[src/rtl/alu_share_arbiter.sv]
// alu_share_arbiter: shares one ALU between two valid/ready requesters and buffers one response; define ALU_ARB_OPCHK_EN to reject opcodes 100/110/111
module alu_share_arbiter #(
  parameter int WIDTH = 32,
  parameter int PRIO_MODE = 0
) (
  input  logic             clk,
  input  logic             rst_n,
  input  logic             req0_valid,
  output logic             req0_ready,
  input  logic [WIDTH-1:0] req0_a,
  input  logic [WIDTH-1:0] req0_b,
  input  logic [2:0]       req0_op,
  input  logic             req1_valid,
  output logic             req1_ready,
  input  logic [WIDTH-1:0] req1_a,
  input  logic [WIDTH-1:0] req1_b,
  input  logic [2:0]       req1_op,
  output logic [WIDTH-1:0] alu_a,
  output logic [WIDTH-1:0] alu_b,
  output logic [2:0]       alu_ctrl,
  input  logic [WIDTH-1:0] alu_result,
  input  logic             alu_zero,
  input  logic             alu_carry,
  input  logic             alu_neg,
  input  logic             alu_ovf,
  output logic             rsp_valid,
  input  logic             rsp_ready,
  output logic             rsp_id,
  output logic [WIDTH-1:0] rsp_result,
  output logic [3:0]       rsp_flags,
  output logic             rsp_err,
  output logic             busy
);
  typedef enum logic [1:0] {IDLE, EXEC, RESP} state_t;
  state_t state;
  logic last_grant, idle, g0, g1, hs, bad;
  logic [WIDTH-1:0] sel_a, sel_b;
  logic [2:0] sel_op;
  always_comb begin
    idle = state == IDLE;
    g0 = req0_valid && (!req1_valid || PRIO_MODE != 0 || last_grant);
    g1 = req1_valid && !g0;
    hs = idle && (g0 || g1);
    sel_a = g1 ? req1_a : req0_a;
    sel_b = g1 ? req1_b : req0_b;
    sel_op = g1 ? req1_op : req0_op;
  end
`ifdef ALU_ARB_OPCHK_EN
  assign bad = sel_op == 3'b100 || sel_op[2:1] == 2'b11;
  always_ff @(posedge clk or negedge rst_n)
    if (!rst_n) rsp_err <= 1'b0;
    else if (hs) rsp_err <= bad;
`else
  assign bad = 1'b0;
  assign rsp_err = 1'b0;
`endif
  assign req0_ready = idle && g0;
  assign req1_ready = idle && g1;
  assign busy = !idle;
  always_ff @(posedge clk or negedge rst_n) begin
    if (!rst_n) begin
      state <= IDLE;
      last_grant <= 1'b1;
      alu_a <= '0;
      alu_b <= '0;
      alu_ctrl <= 3'b000;
      rsp_valid <= 1'b0;
      rsp_id <= 1'b0;
      rsp_result <= '0;
      rsp_flags <= 4'b0000;
    end else begin
      case (state)
        IDLE: if (hs) begin
          rsp_id <= g1;
          last_grant <= g1;
          if (bad) begin
            rsp_result <= '0;
            rsp_flags <= 4'b0000;
            rsp_valid <= 1'b1;
            state <= RESP;
          end else begin
            alu_a <= sel_a;
            alu_b <= sel_b;
            alu_ctrl <= sel_op;
            state <= EXEC;
          end
        end
        EXEC: begin
          rsp_result <= alu_result;
          rsp_flags <= {alu_zero, alu_carry, alu_neg, alu_ovf};
          rsp_valid <= 1'b1;
          state <= RESP;
        end
        RESP: if (rsp_ready) begin
          rsp_valid <= 1'b0;
          state <= IDLE;
        end
        default: state <= IDLE;
      endcase
    end
  end
endmodule

[config.mk]
export PLATFORM = sky130hd
export DESIGN_NAME = alu_share_arbiter
export DESIGN_NICKNAME = d
export VERILOG_FILES = /design/src/rtl/alu_share_arbiter.sv
export SDC_FILE = /design/constraint.sdc
export NUM_CORES = 1
export LEC_CHECK = 0
export ABC_AREA = 1
export CORE_MARGIN = 2
export CORE_UTILIZATION = 42
export CTS_CLUSTER_SIZE = 16
export DETAILED_ROUTE_END_ITERATION = 10
export PLACE_DENSITY = 0.92
export SYNTH_ARGS = -nofsm -noshare
export SYNTH_HDL_FRONTEND = slang
export SYNTH_SLANG_ARGS = --single-unit
[constraint.sdc]
create_clock -name clk -period 3.2 [get_ports clk]
set_input_delay 0.32 -clock clk [delete_from_list [all_inputs] [get_ports clk]]
set_output_delay 0.32 -clock clk [all_outputs]
set_load 0.005 [all_outputs]
After elaboration in Yosys (flattened, before gate mapping)

Cells that the tools add are included.

Register bits after elaboration: 108
Bits of input ports: 175

Eq/ne operators: 4
Mux-type cells: 8
Reduce and logical (&&, ||, !) cells: 15

Operators by type and width:

| operator                                                               | count |
|---|---|
| 32-bit two-way mux                                                     | 2 |
| 2-bit one-hot mux with 3 select lines                                  | 1 |
| 2-bit AND reduction                                                    | 3 |
| 1-bit logical AND                                                      | 5 |
| 2-bit two-way mux                                                      | 2 |
| 1-bit zero test                                                        | 3 |
| 3-bit two-way mux                                                      | 1 |
| 2-bit by 1-bit equality test with 1-bit output (second input constant) | 1 |
| 2-bit equality test (second input constant)                            | 1 |
| 2-bit zero test                                                        | 1 |
| 1-bit logical OR                                                       | 2 |
| 2-bit by 1-bit != test with 1-bit output (second input constant)       | 1 |
| 2-bit != test (second input constant)                                  | 1 |
| 1-bit one-hot mux with 2 select lines                                  | 1 |
| 2-bit nonzero test                                                     | 1 |
| 1-bit two-way mux                                                      | 1 |

Depth between registers and ports, before layout

Word-level depth: 9
Mapped depth: 8
Gate-level depth less buffers: 6

Least setup slack after synthesis

No wires, ideal clock.

Kind: reg2out
From: reg state[1]
To: out req1_ready
Arrival: 1.128 ns
Data required time: 2.880 ns
Setup slack: 1.752 ns
Stages on the path, launching flop included: 7
Buffers on the path: 1
Cells stage by stage: dfrtp_1 > inv_2 > nand2_1 > a21oi_2 > buf_2 > nand2_1 > inv_1

Word-level cells in the longest chain between the ends: 2

Ends and longest elaborated chain:

| element                | RTL line | text |
|---|---|---|
| from (decl)            | 35       | `state_t state;` |
| from (signal assigned) | 62       | `state <= IDLE;` |
| from (signal assigned) | 80       | `state <= RESP;` |
| from (signal assigned) | 85       | `state <= EXEC;` |
| 2-bit zero test        | 40       | `idle = state == IDLE;` |
| 1-bit logical AND      | 58       | `assign req1_ready = idle && g1;` |
| to (decl)              | 14       | `output logic req1_ready,` |

No other way between the ends.

Worst setup path in the final report

From: in req0_valid
To: out req1_ready

Word-level cells in the longest chain between the ends: 4

Ends and longest elaborated chain:

| element           | RTL line | text |
|---|---|---|
| from (decl)       | 8        | `input logic req0_valid,` |
| 1-bit logical AND | 41       | `g0 = req0_valid && (!req1_valid \|\| PRIO_MODE != 0 \|\| last_grant);` |
| 1-bit zero test   | 42       | `g1 = req1_valid && !g0;` |
| 1-bit logical AND | 42       |  |
| 1-bit logical AND | 58       |  |

No other way between the ends.

==> impl_metrics.csv <==
group,metric,value,unit
run_status,outcome,"complete, no violations",
timing,finalHoldViolations,0,
critical_path,cp_cell_sequence,"clkdlybuf4s50_1 > inv_2 > a21oi_4 > nand2_1 > inv_1 > clkdlybuf4s50_1",
pwr,switching_share,34.91,%
global_route,overflow,0,
timing,setup-tns-final,0,ps
global_route,grt_pass1_vias,5131,
final_layout,most-common-layout-cells,"nand2_1, clkdlybuf4s50_1, inv_1",
drt,wl_per_cell,13.22,um
critical_path,path_max_fanout,4,
timing,setup_viol,0,
placement,gp_congestion,0.8520,
global_route,grtUsageTotal,23.22,%
critical_path,critPathRequiredTime,2880,ps
critical_path,cp-start-kind,"input port",
yosys,ys_seq_area_share,51.76,%
yosys,yosys.area.top_type_share,51.26,%
timing,finalCritPeriodShare,68.10,%
critical_path,r2r_cells,7,
yosys,syn-num-nets,920,
critical_path,crit_slowest_cell,"clkdlybuf4s50_1",
clock_network,root_buffer,"clkbuf_16",
clock_network,clk-insertion-delay-late,330,ps
drt,via_per_inst,4.519,
clock_network,clk_pin_slew,70,ps
clock_network,cts.path.max_buffers,2,
drt,routed-via-count,5351,
pwr,combPwrFrac,48.3,%
run,drv_cap,0,
yosys,synth_cells,745,
pwr,power.internal,4.557,mW
critical_path,worstPathArrival,1860,ps
drt,antenna_left,0,
die,ios,284,
critical_path,cpPeakStageDelay,570,ps
yosys,yosysWarnings,0,
timing,maxSlewViolCount,0,
timing,rsz0062_at_grt,"false",
final_layout,syn_to_final_growth,63.21,%
placement,detailed_place_hpwl,11610,um
critical_path,crit_type,"in2out",
yosys,synth_cell_type_count,17,
pwr,clkPwrFrac,17.0,%
clock_network,cts_resized,0,
final_layout,nNetsFinal,1185,
timing,relSlewSlack,50.93,%
clock_network,cts_inserted_buffers,9,
global_route,antenna_found_initial,1,
drt,drt_iter0_drc,385,
clock_network,cts.sinks,108,
yosys,avgSynthCellArea,7.012,sq um
drt,drc_errors,0,
drt,drt_pass1_iterations,4,
yosys,synthArstFlopShare,100.0,%
yosys,syn_area,5224,sq um
yosys,yosysTopAreaCell,"dfrtp_1",
final_layout,fin_cells,1184,
pwr,pwr-share-seq,34.7,%
placement,place_inst,1167,
clock_network,cts-hold-fix-buffers,0,
timing,timing.fmax,458.9,MHz
die,fp.dieH,115.5,um
pwr,power_leakage,4.571,nW
die,rows,40,
yosys,synthFlopType,"dfrtp_1",
die,initial_core_util,43.31,%
global_route,grt_max_degree,68,
min_path,hold_class,"in2async",
pwr,p_per_area,821.3,nW/um^2
global_route,grt_pass1_wl,24320,um
critical_path,cpMostUsedCell,"clkdlybuf4s50_1",
final_layout,fin_util,70.68,%
yosys,synth_edf_count,0,
yosys,ys_ff_latch,108,
placement,port_buffers,282,
pwr,ir_drop,0.4783,mV
final_layout,final_common_cell,"nand2_1",
final_layout,fillerInstances,940,
die,die-area,13350,sq um
final_layout,drive_gt1_share,3.448,%
yosys,synth_area_leaders,"dfrtp_1, nand2_1, inv_1, nand3_1, buf_2",
timing,skew,6.264,ps
critical_path,endpoint_kind,"primary output",
drt,wl,15660,um
clock_network,postCtsSetupRepairBufs,0,
die,die_w,115.5,um
clock_network,tritoncts,"built",
clock_network,cts-htree-levels,3,
pwr,p_sw,2.445,mW
die,core_area,12060,sq um
timing,min_period,2179,ps
timing,worst_slew_pin_slew,736.0,ps
power by group through the flow:
stage / Combinational (mW) / Clock, mW / Sequential [mW]
after floorplan: 1.31 / 0 / 2.48
after global placement: 3.32 / 0 / 2.42
after detailed placement: 3.41 / 0 / 2.45
after CTS: 3.43 / 1.22 / 2.44
after global routing: 3.73 / 1.29 / 2.51
final: 3.38 / 1.19 / 2.43
path summary, 6_finish.rpt:
| check | startpoint | endpoint | slack (ps) |
|---|---|---|---|
| max | req0_valid | req1_ready | 1020 |
| max reg2reg | state[1] | alu_ctrl[0] | 1510 |
| min | rst_n | rsp_result[24] | 20 |
| min in group clk | rsp_flags[3] | rsp_flags[3] | 470 |
| min reg2reg | rsp_flags[3] | rsp_flags[3] | 470 |
| max in group asynchronous | rst_n | last_grant | 2400 |
synthesized netlist by cell type (2+ instances only):
library cell / instances
inv_2: 5
buf_4: 2
o21ai_0: 3
inv_1: 138
nand3_1: 68
nand2_1: 381
clkbuf_1: 18
dfrtp_1: 107
buf_2: 15
per-layer routing:
metal  global-route usage [%]  part of all wire (%)  vias to the layer above
li1                         -                     -                     2684
met1                    27.02                    39                     2399
met2                    40.27                    49                      240
met3                    6.904                   9.5                       28
met4                    9.157                   2.7                        0
met5                        0                     0                        -
cell type report:
| cell class | instances | area [sq um] | area share [%] |
|---|---|---|---|
| well taps | 168 | 210.2 | 2.466 |
| clock buffers | 9 | 225.2 | 2.642 |
| flip-flops and latches | 108 | 2704 | 31.71 |
| clock inverters | 7 | 97.59 | 1.145 |
| multi-input cells | 458 | 1844 | 21.63 |
| repair buffers | 290 | 2905 | 34.08 |
| diodes | 1 | 2.502 | 0.02935 |
| inverters | 143 | 536.8 | 6.296 |
registers in the layout, indices dropped and copies added, names as in the netlist:
register / cells
rsp_flags: 4
rsp_valid: 1
rsp_id: 1
alu_a: 32
rsp_result: 32
alu_ctrl: 3
last_grant: 1
state: 2
alu_b: 32
through the flow:
| step | setup WS [ps] | area (sq um) | power (mW) | hold WS [ps] |
|---|---|---|---|---|
| final | 1021 | 8526 | 7.002 | 22.43 |
| after global routing | 911.1 | 8526 | 7.534 | 68.71 |
| after CTS | 1014 | 8523 | 7.083 | 43.83 |
| after detailed placement | 1040 | 8200 | 5.857 | 416.4 |
| after global placement | 1066 | 8200 | 5.735 | 415.1 |
| after floorplan | 1752 | 5224 | 3.789 | 24.41 |
critical path, delay by kind of cell:
kind / cells / cell delay (ps)
AOI/OAI and AO/OA: 1 / 190
buffers and inverters: 4 / 1230
and+or+nand+nor: 1 / 110
kinds of logic after synthesis:
| kind of cell | synth area share [%] |
|---|---|
| flops | 51.76 |
| other cells | 0.07179 |
| buf+inv | 13.37 |
| simple gates | 33.96 |
| compound gates | 0.8383 |
(Power assumes the default switching activity.)
